<file path="config.mk">
export PLATFORM = sky130hd
export DESIGN_NAME = alu4_serial
export DESIGN_NICKNAME = d
export VERILOG_FILES = /design/src/rtl/alu4_serial.sv
export SDC_FILE = /design/constraint.sdc
export NUM_CORES = 1
export LEC_CHECK = 0
export ABC_CLOCK_PERIOD_IN_PS = 2600
export CAP_MARGIN = 20
export CORE_MARGIN = 1
export CORE_UTILIZATION = 35
export CTS_CLUSTER_SIZE = 20
export DETAILED_ROUTE_END_ITERATION = 6
export PLACE_DENSITY = 0.63
export SYNTH_ARGS = -nofsm -noshare
export SYNTH_HDL_FRONTEND = slang
export SYNTH_SLANG_ARGS = --single-unit
</file>
<file path="constraint.sdc">
create_clock -name clk -period 2.6 [get_ports clk]
set_clock_uncertainty 0.15 [all_clocks]
set_input_delay 0.39 -clock clk [delete_from_list [all_inputs] [get_ports clk]]
set_output_delay 0.39 -clock clk [all_outputs]
set_load 0.02 [all_outputs]
</file>
<file path="src/rtl/alu4_serial.sv">
// ---------------------------------------------------------------------------
// alu4_serial -- bit-serial ALU engine.
//
// Takes one operand pair and an opcode through a valid/ready handshake,
// computes the result one bit per clock (LSB first) through a single 1-bit
// logic/full-adder cell, then holds result and flags until the consumer
// takes them. Trades latency (WIDTH+2 cycle issue interval) for area.
//
// Ports:
//   clk        system clock, rising edge
//   rst        synchronous active-high reset
//   in_valid   operand pair + opcode valid
//   in_ready   engine idle and able to accept
//   a, b       operands (sampled on accept)
//   op         000 AND, 001 OR, 010 XOR, 011 ADD, 100 SUB (A-B), others reserved
//   out_valid  result/flags valid (HOLD)
//   out_ready  consumer takes the result
//   out        result
//   carry      ADD carry-out / SUB no-borrow; 0 for logic and reserved ops
//   zero       result is all zeros
// ---------------------------------------------------------------------------

// One-bit slice shared by every bit position. SUB inverts B here, so the
// A + ~B + 1 form only needs the carry preset to 1 at accept time.
module alu4_serial_cell (
  input  logic       a_i,
  input  logic       b_i,
  input  logic       c_i,
  input  logic [2:0] op_i,
  output logic       r_o,
  output logic       c_o
);
  logic b_eff, p;

  assign b_eff = (op_i == 3'b100) ? ~b_i : b_i;
  assign p     = a_i ^ b_eff;

  always_comb begin
    r_o = 1'b0;
    c_o = 1'b0;
    unique case (op_i)
      3'b000: r_o = a_i & b_i;
      3'b001: r_o = a_i | b_i;
      3'b010: r_o = a_i ^ b_i;
      3'b011,
      3'b100: begin
        r_o = p ^ c_i;
        c_o = (a_i & b_eff) | (c_i & p);
      end
      default: ; // reserved ops: result bit and carry stay 0
    endcase
  end
endmodule

module alu4_serial #(
  parameter int WIDTH = 4
) (
  input  logic             clk,
  input  logic             rst,
  input  logic             in_valid,
  output logic             in_ready,
  input  logic [WIDTH-1:0] a,
  input  logic [WIDTH-1:0] b,
  input  logic [2:0]       op,
  output logic             out_valid,
  input  logic             out_ready,
  output logic [WIDTH-1:0] out,
  output logic             carry,
  output logic             zero
);
  localparam int CW = (WIDTH > 1) ? $clog2(WIDTH) : 1;

  typedef enum logic [1:0] {
    S_IDLE = 2'd0,
    S_RUN  = 2'd1,
    S_HOLD = 2'd2
  } state_e;

  state_e           state_q, state_d;
  logic [CW-1:0]    cnt_q, cnt_d;
  logic [WIDTH-1:0] a_sh_q, a_sh_d;
  logic [WIDTH-1:0] b_sh_q, b_sh_d;
  logic [WIDTH-1:0] res_sh_q, res_sh_d;
  logic [2:0]       op_q, op_d;
  logic             cy_q, cy_d;
  logic [WIDTH-1:0] out_q, out_d;
  logic             carry_q, carry_d;
  logic             zero_q, zero_d;

  logic             bit_r, bit_c, arith;
  logic [WIDTH-1:0] res_nxt;

  alu4_serial_cell u_cell (
    .a_i  (a_sh_q[0]),
    .b_i  (b_sh_q[0]),
    .c_i  (cy_q),
    .op_i (op_q),
    .r_o  (bit_r),
    .c_o  (bit_c)
  );

  assign arith   = (op_q == 3'b011) || (op_q == 3'b100);
  // Result fills from the MSB side so after WIDTH shifts bit 0 lands in [0].
  assign res_nxt = {bit_r, res_sh_q[WIDTH-1:1]};

  always_comb begin
    state_d  = state_q;
    cnt_d    = cnt_q;
    a_sh_d   = a_sh_q;
    b_sh_d   = b_sh_q;
    res_sh_d = res_sh_q;
    op_d     = op_q;
    cy_d     = cy_q;
    out_d    = out_q;
    carry_d  = carry_q;
    zero_d   = zero_q;

    unique case (state_q)
      S_IDLE: begin
        if (in_valid) begin
          a_sh_d   = a;
          b_sh_d   = b;
          op_d     = op;
          cnt_d    = '0;
          res_sh_d = '0;
          cy_d     = (op == 3'b100);
          state_d  = S_RUN;
        end
      end
      S_RUN: begin
        a_sh_d   = a_sh_q >> 1;
        b_sh_d   = b_sh_q >> 1;
        res_sh_d = res_nxt;
        if (arith) cy_d = bit_c;
        cnt_d    = cnt_q + 1'b1;
        if (cnt_q == CW'(WIDTH - 1)) begin
          out_d   = res_nxt;
          carry_d = arith ? bit_c : 1'b0;
          zero_d  = (res_nxt == '0);
          state_d = S_HOLD;
        end
      end
      S_HOLD: begin
        if (out_ready) state_d = S_IDLE;
      end
      default: state_d = S_IDLE;
    endcase
  end

  always_ff @(posedge clk) begin
    if (rst) begin
      state_q  <= S_IDLE;
      cnt_q    <= '0;
      a_sh_q   <= '0;
      b_sh_q   <= '0;
      res_sh_q <= '0;
      op_q     <= '0;
      cy_q     <= 1'b0;
      out_q    <= '0;
      carry_q  <= 1'b0;
      zero_q   <= 1'b0;
    end else begin
      state_q  <= state_d;
      cnt_q    <= cnt_d;
      a_sh_q   <= a_sh_d;
      b_sh_q   <= b_sh_d;
      res_sh_q <= res_sh_d;
      op_q     <= op_d;
      cy_q     <= cy_d;
      out_q    <= out_d;
      carry_q  <= carry_d;
      zero_q   <= zero_d;
    end
  end

  assign in_ready  = (state_q == S_IDLE);
  assign out_valid = (state_q == S_HOLD);
  assign out       = out_q;
  assign carry     = carry_q;
  assign zero      = zero_q;
endmodule

</file>
======== After elaboration in Yosys (flattened, before gate mapping) ========
Cells that the tools add are included.
storage, ports and cells
  register bits after elaboration ......... 26
  bits in latches ......................... 0
  memory bits (writable) .................. 0
  memory bits (read-only) ................. 0
  input bits .............................. 15
  output and inout bits ................... 8
  logic and storage cells ................. 62
  memories kept ........................... 0
operators by class
  add/sub/neg operators ................... 1
  multiply operators ...................... 0
  divide/modulo/power cells ............... 0
  $lt $le $gt $ge ......................... 0
  equal/unequal tests ..................... 12
  shift-type cells ........................ 0
  muxes and demuxes ....................... 19
  bitwise logic cells ..................... 9
  reductions and logical operators ........ 11
operators by type and width
  operator             count
  $pmux 4 s2           3
  $mux 4               3
  $mux 2               4
  $eq 3x2->1 const B   2
  $eq 3x3->1 const B   2
  $ne 2x2->1 const B   3
  $pmux 2 s3           1
  $reduce_and 2->1     3
  $reduce_and 3->1     2
  $mux 1               5
  $eq 2x2->1 const B   2
  $logic_not 4->1      1
  $pmux 1 s4           1
  $pmux 2 s2           1
  $and 1x1->1          3
  $eq 3x1->1 const B   1
  $logic_not 3->1      1
  $xor 1x1->1          3
  $add 2x1->2 const B  1
  $eq 2x1->1 const B   1
  $logic_not 2->1      1
  $ne 2x1->1 const B   1
  $or 1x1->1           2
  $pmux 1 s2           1
  other kinds (4)      4

======== Longest topological paths before layout ========
Gate-level depths: netlist of the first run.
  depth after elaboration ................. 8
  mapped depth ............................ 7
  mapped depth without buffers ............ 7

======== Hierarchy ========
From an unflattened synthesis of the first run, not the netlist that was laid out.
second synthesis, totals
  cell total of the unflattened synthesis .. 130
  area total of the unflattened synthesis .. 1,242.4 um^2
by module, submodules not included
  module            instances  cells each  area each (um^2)  seq. area each (um^2)
  alu4_serial       1          115         1,114.8           500.5
  alu4_serial_cell  1          15          127.6             0.0

======== Least setup slack after synthesis of the first run ========
Ideal clock, no wire load.
  path kind ............................... register to register
  start point ............................. reg op_q[2]
  end point ............................... reg zero_q, in the netlist zero
  library setup time ...................... 116 ps
  arrival time ............................ 1,920 ps
  data required time ...................... 2,334 ps
  slack ................................... 414 ps
  cell stages (with the launch flop) ...... 8
  path buffers ............................ 0
  clock period less this slack ............ 2,186 ps
  path through ............................ dfxtp_1 -> or3b_4 -> xnor2_1 -> fa_1 -> nand3b_1 -> a21oi_1 -> nor2_1 -> a31o_1
on the way
  cells in the longest elaborated chain, start to end .. 6
  elaborated cells between the ends (all ways) .. 11
  those cells by class .................... eq/ne: 4; mux: 2; bitwise: 2; reduce/logical: 3
RTL lines
  item                    line    text
  start, declared         84      logic [2:0] op_q, op_d;
  start signal, assigned  168     op_q <= op_d;
  $eq 3x3->1              35, 41
  $mux 1                  35      assign b_eff = (op_i == 3'b100) ? ~b_i : b_i;
  $xor 1x1->1             36      assign p = a_i ^ b_eff;
  $xor 1x1->1             47      r_o = p ^ c_i;
  $pmux 1 s4 *            41      unique case (op_i)
  $logic_not 4->1 *       139     zero_d = (res_nxt == '0);
  end signal, assigned    172     zero_q <= zero_d;
  end, declared           88      logic zero_q, zero_d;
Every way passes the cells marked *; elsewhere a longest branch is shown, timed or not.
A chain may end at the register's enable or synchronous reset.

======== Worst setup path after layout of the first run ========
  start point ............................. reg op_q[2]
  end point ............................... reg out_q[3], in the netlist out[3]
on the way
  cells in the longest elaborated chain, start to end .. 5
  elaborated cells between the ends (all ways) .. 10
  those cells by class .................... eq/ne: 4; mux: 2; bitwise: 2; reduce/logical: 2
RTL lines
  item                  line    text
  $eq 3x3->1            35, 41
  $mux 1                35
  $xor 1x1->1           36
  $xor 1x1->1           47
  $pmux 1 s4 *          41
  end signal, assigned  170     out_q <= out_d;
  end, declared         86      logic [WIDTH-1:0] out_q, out_d;
Marked as above.

==> results of run 1 <==
## Yosys cell counts
cell      instances  area, um2
nand4b_1          1       8.76
nand3_1           3       15.0
and2b_1           1       7.51
nor3_1            1       5.00
a21oi_1           7       35.0
o21ai_0           1       5.00
xnor2_1           1       8.76
inv_1             3       11.3
a22oi_1           5       37.5
a31o_1            1       8.76
o31ai_1           1       7.51
or3b_4            1       11.3
dfxtp_1          25        500
ha_1              3       37.5
nor2b_1           1       6.26
or3b_1            1       8.76
nand2b_1          2       12.5
a31oi_4           1       21.3
a211oi_1          2       15.0
and2_1            1       6.26
nor4_1            1       6.26
buf_2             4       20.0
nand3b_1          2       15.0
nor2_2            1       6.26
a311oi_2          1       15.0
a311oi_1          6       52.6
clkbuf_1          4       15.0
nor3b_1           1       7.51
nor2_1           22       82.6
nand2_1          22       82.6
mux2i_1           5       50.1
fa_1              1       20.0
o21bai_2          1       11.3
## sequential cells by signal, indices dropped and copies added (netlist names)
name,flops
a_sh_q,4
res_sh_q,3
op_q,3
b_sh_q,4
carry,1
cnt_q,2
state_q,2
out,4
cy_q,1
zero,1
## worst min-delay path: stages, from the launching register on
cell and delay (ps):
dfxtp_1 330, nand2_1 50, a21oi_1 60
## stage by stage
| stage | hold WS [ps] | util (%) | instances | power [uW] | cell area, um2 |
|---|---|---|---|---|---|
| 3_3_place_gp | 293 | 45.8 | 193 | 541 | 1410 |
| 2_1_floorplan | 294 | - | 133 | 502 | 1150 |
| 5_1_grt | 339 | 46.6 | 197 | 743 | 1440 |
| 3_5_place_dp | 306 | 45.8 | 193 | 545 | 1410 |
| 4_1_cts | 325 | 46.6 | 197 | 715 | 1440 |
| 6_report | 319 | 46.6 | 197 | 705 | 1440 |
## cell type report
cell class | count | area, um2
Fill cell | 310 | 1640
Multi-Input combinational cell | 97 | 607
Sequential cell | 25 | 500
Timing Repair Buffer | 24 | 235
Tap cell | 44 | 55.1
Clock buffer | 4 | 26.3
Inverter | 3 | 11.3
## cell families after synthesis
group / Yosys count / share of synthesized area, %
and+or+nand+nor: 61 / 24.4
AOI/OAI and AO/OA: 26 / 18.1
DFF: 25 / 43.4
buffers and inverters: 11 / 4.01
muxes: 5 / 4.34
adders and majority gates: 4 / 4.99
xor gates and xnor gates: 1 / 0.759
## routing by layer
metal / share of wire, % / track usage [%] / wire length (um)
met5: 0 / 0 / 0
met4: 2.0 / 7.14 / 47
met3: 3.1 / 2.18 / 72
met2: 45 / 22.2 / 1060
met1: 50 / 21.4 / 1170
## power by group through the flow
| stage | registers, uW | clock network, uW | logic, uW |
|---|---|---|---|
| after floorplan | 422 | 0 | 79.9 |
| after detailed placement | 428 | 0 | 117 |
| after global routing | 423 | 189 | 131 |
| final | 420 | 169 | 116 |
| after CTS | 420 | 178 | 117 |
| after global placement | 427 | 0 | 113 |
## final timing paths
check / startpoint / to / depth (start not counted)
setup / recovery: op_q[2]$_SDFFE_PP0P_ / out[3]$_SDFFE_PP0P_ / 7
hold / removal: out[2]$_SDFFE_PP0P_ / out[2]$_SDFFE_PP0P_ / 2
setup reg to reg: op_q[2]$_SDFFE_PP0P_ / out[3]$_SDFFE_PP0P_ / 7
hold reg to reg: out[2]$_SDFFE_PP0P_ / out[2]$_SDFFE_PP0P_ / 2
==> results.json, run 1 <==
{
  "initialDrtViolationCount": 28,
  "most-common-layout-cells": "dfxtp_1, nor2_1, nand2_1, clkdlybuf4s50_1, a21oi_1",
  "drv_cap": 0,
  "syn_to_final_growth_pct": 24.4,
  "via_per_inst": 4.85,
  "switching_power_uw": 185,
  "ctsHoldBuffers": 0,
  "path_delay_family": "simple AND/OR/NAND/NOR gates",
  "h-tree-depth": 1,
  "grt_max_degree": 17,
  "grt_pass1_vias": 891,
  "die_h_um": 59.4,
  "gp_congestion": 0.773,
  "fmax_mhz": 420,
  "hp-class": "register to register",
  "cts_buffer_depth": 2,
  "ff2ff_setup_slack_ps": 220,
  "first_pass_iters": 4,
  "maxSlewHeadroom_pct": 71.1,
  "fin_crit_sh_pct": 91.6,
  "ys_seq_area_share_pct": 43.4,
  "cp.buffers_inverters": 0,
  "avgSynthCellArea_um2": 8.67,
  "cts.clk_slew.worst_paths_ps": 130,
  "wl_per_cell_um": 11.9,
  "tns_ps": 0,
  "rows": 20,
  "path_max_fanout": 7,
  "endpoint_kind": "register",
  "final_nets": 173,
  "period_needed_ps": 2380,
  "cts_setup_buffers": 0,
  "pin_count": 23,
  "finalSetupViolCount": 0,
  "combinationalPowerShare_pct": 16.4,
  "route.detailed.drc": 0,
  "worst_pin_slew_ps": 433,
  "clock-root-buffer": "clkbuf_4",
  "hold_viol_final": 0,
  "switching_share_pct": 26.3,
  "p_clk_share_pct": 24.0,
  "die_w_um": 59.4,
  "rsz0062_at_grt": "no",
  "grt_usage_pct": 15.0,
  "clock-sinks": 25,
  "vias": 956,
  "cp.required_ps": 2690,
  "ys_ff_latch": 25,
  "startpoint_type": "register",
  "coreArea_mm2": 0.00308,
  "dieArea_mm2": 0.00353,
  "cts_resized": 0,
  "antenna_cells": 0,
  "layout-drive-gt1-share_pct": 6.54,
  "drv_slew": 0,
  "synth.distinct_cells": 33,
  "cpMaxStageDelayCell": "fa_1",
  "clk_latency_ps": 310,
  "powerDensity_mw_per_mm2": 491,
  "vdd_ir_drop_max_uv": 243,
  "start_util_pct": 37.5,
  "p_seq_share_pct": 59.5,
  "cts_buffers": 3,
  "ys_warn_count": 0,
  "slowest_delay_ps": 510,
  "portBuffers": 22,
  "grt_first_pass_wirelength_um": 4000,
  "syn_area_mm2": 0.00115,
  "routed_wl_um": 2350,
  "netlist_instances": 133,
  "setup_slack_ps": 218,
  "grt_overflow": 0,
  "ant_nets": 0,
  "dp_slack_ps": 228,
  "arrival_ps": 2470,
  "critPathKind": "register to register",
  "dp_hpwl_um": 1730,
  "internal_power_uw": 520,
  "cts_tree": "done",
  "synth_nets": 152,
  "crit_path_cell_trace": "or3b_4 > xnor2_1 > fa_1 > nand3b_1 > a21oi_1 > nor2_1 > a211oi_1",
  "status": "finished, final reports clean",
  "final_common_cell": "dfxtp_1",
  "antenna_found_initial": 0,
  "p_leak_uw": 0.000518
}
No activity file was read; power rests on OpenSTA's default activity.
==> run 2, diff against run 1 <==
CTS_CLUSTER_DIAMETER = 80   (was not set)
TNS_END_PERCENT = 1   (was not set)
==> results of run 2 <==
No change in the layout: final DEF, timing and power equal those of run 1.
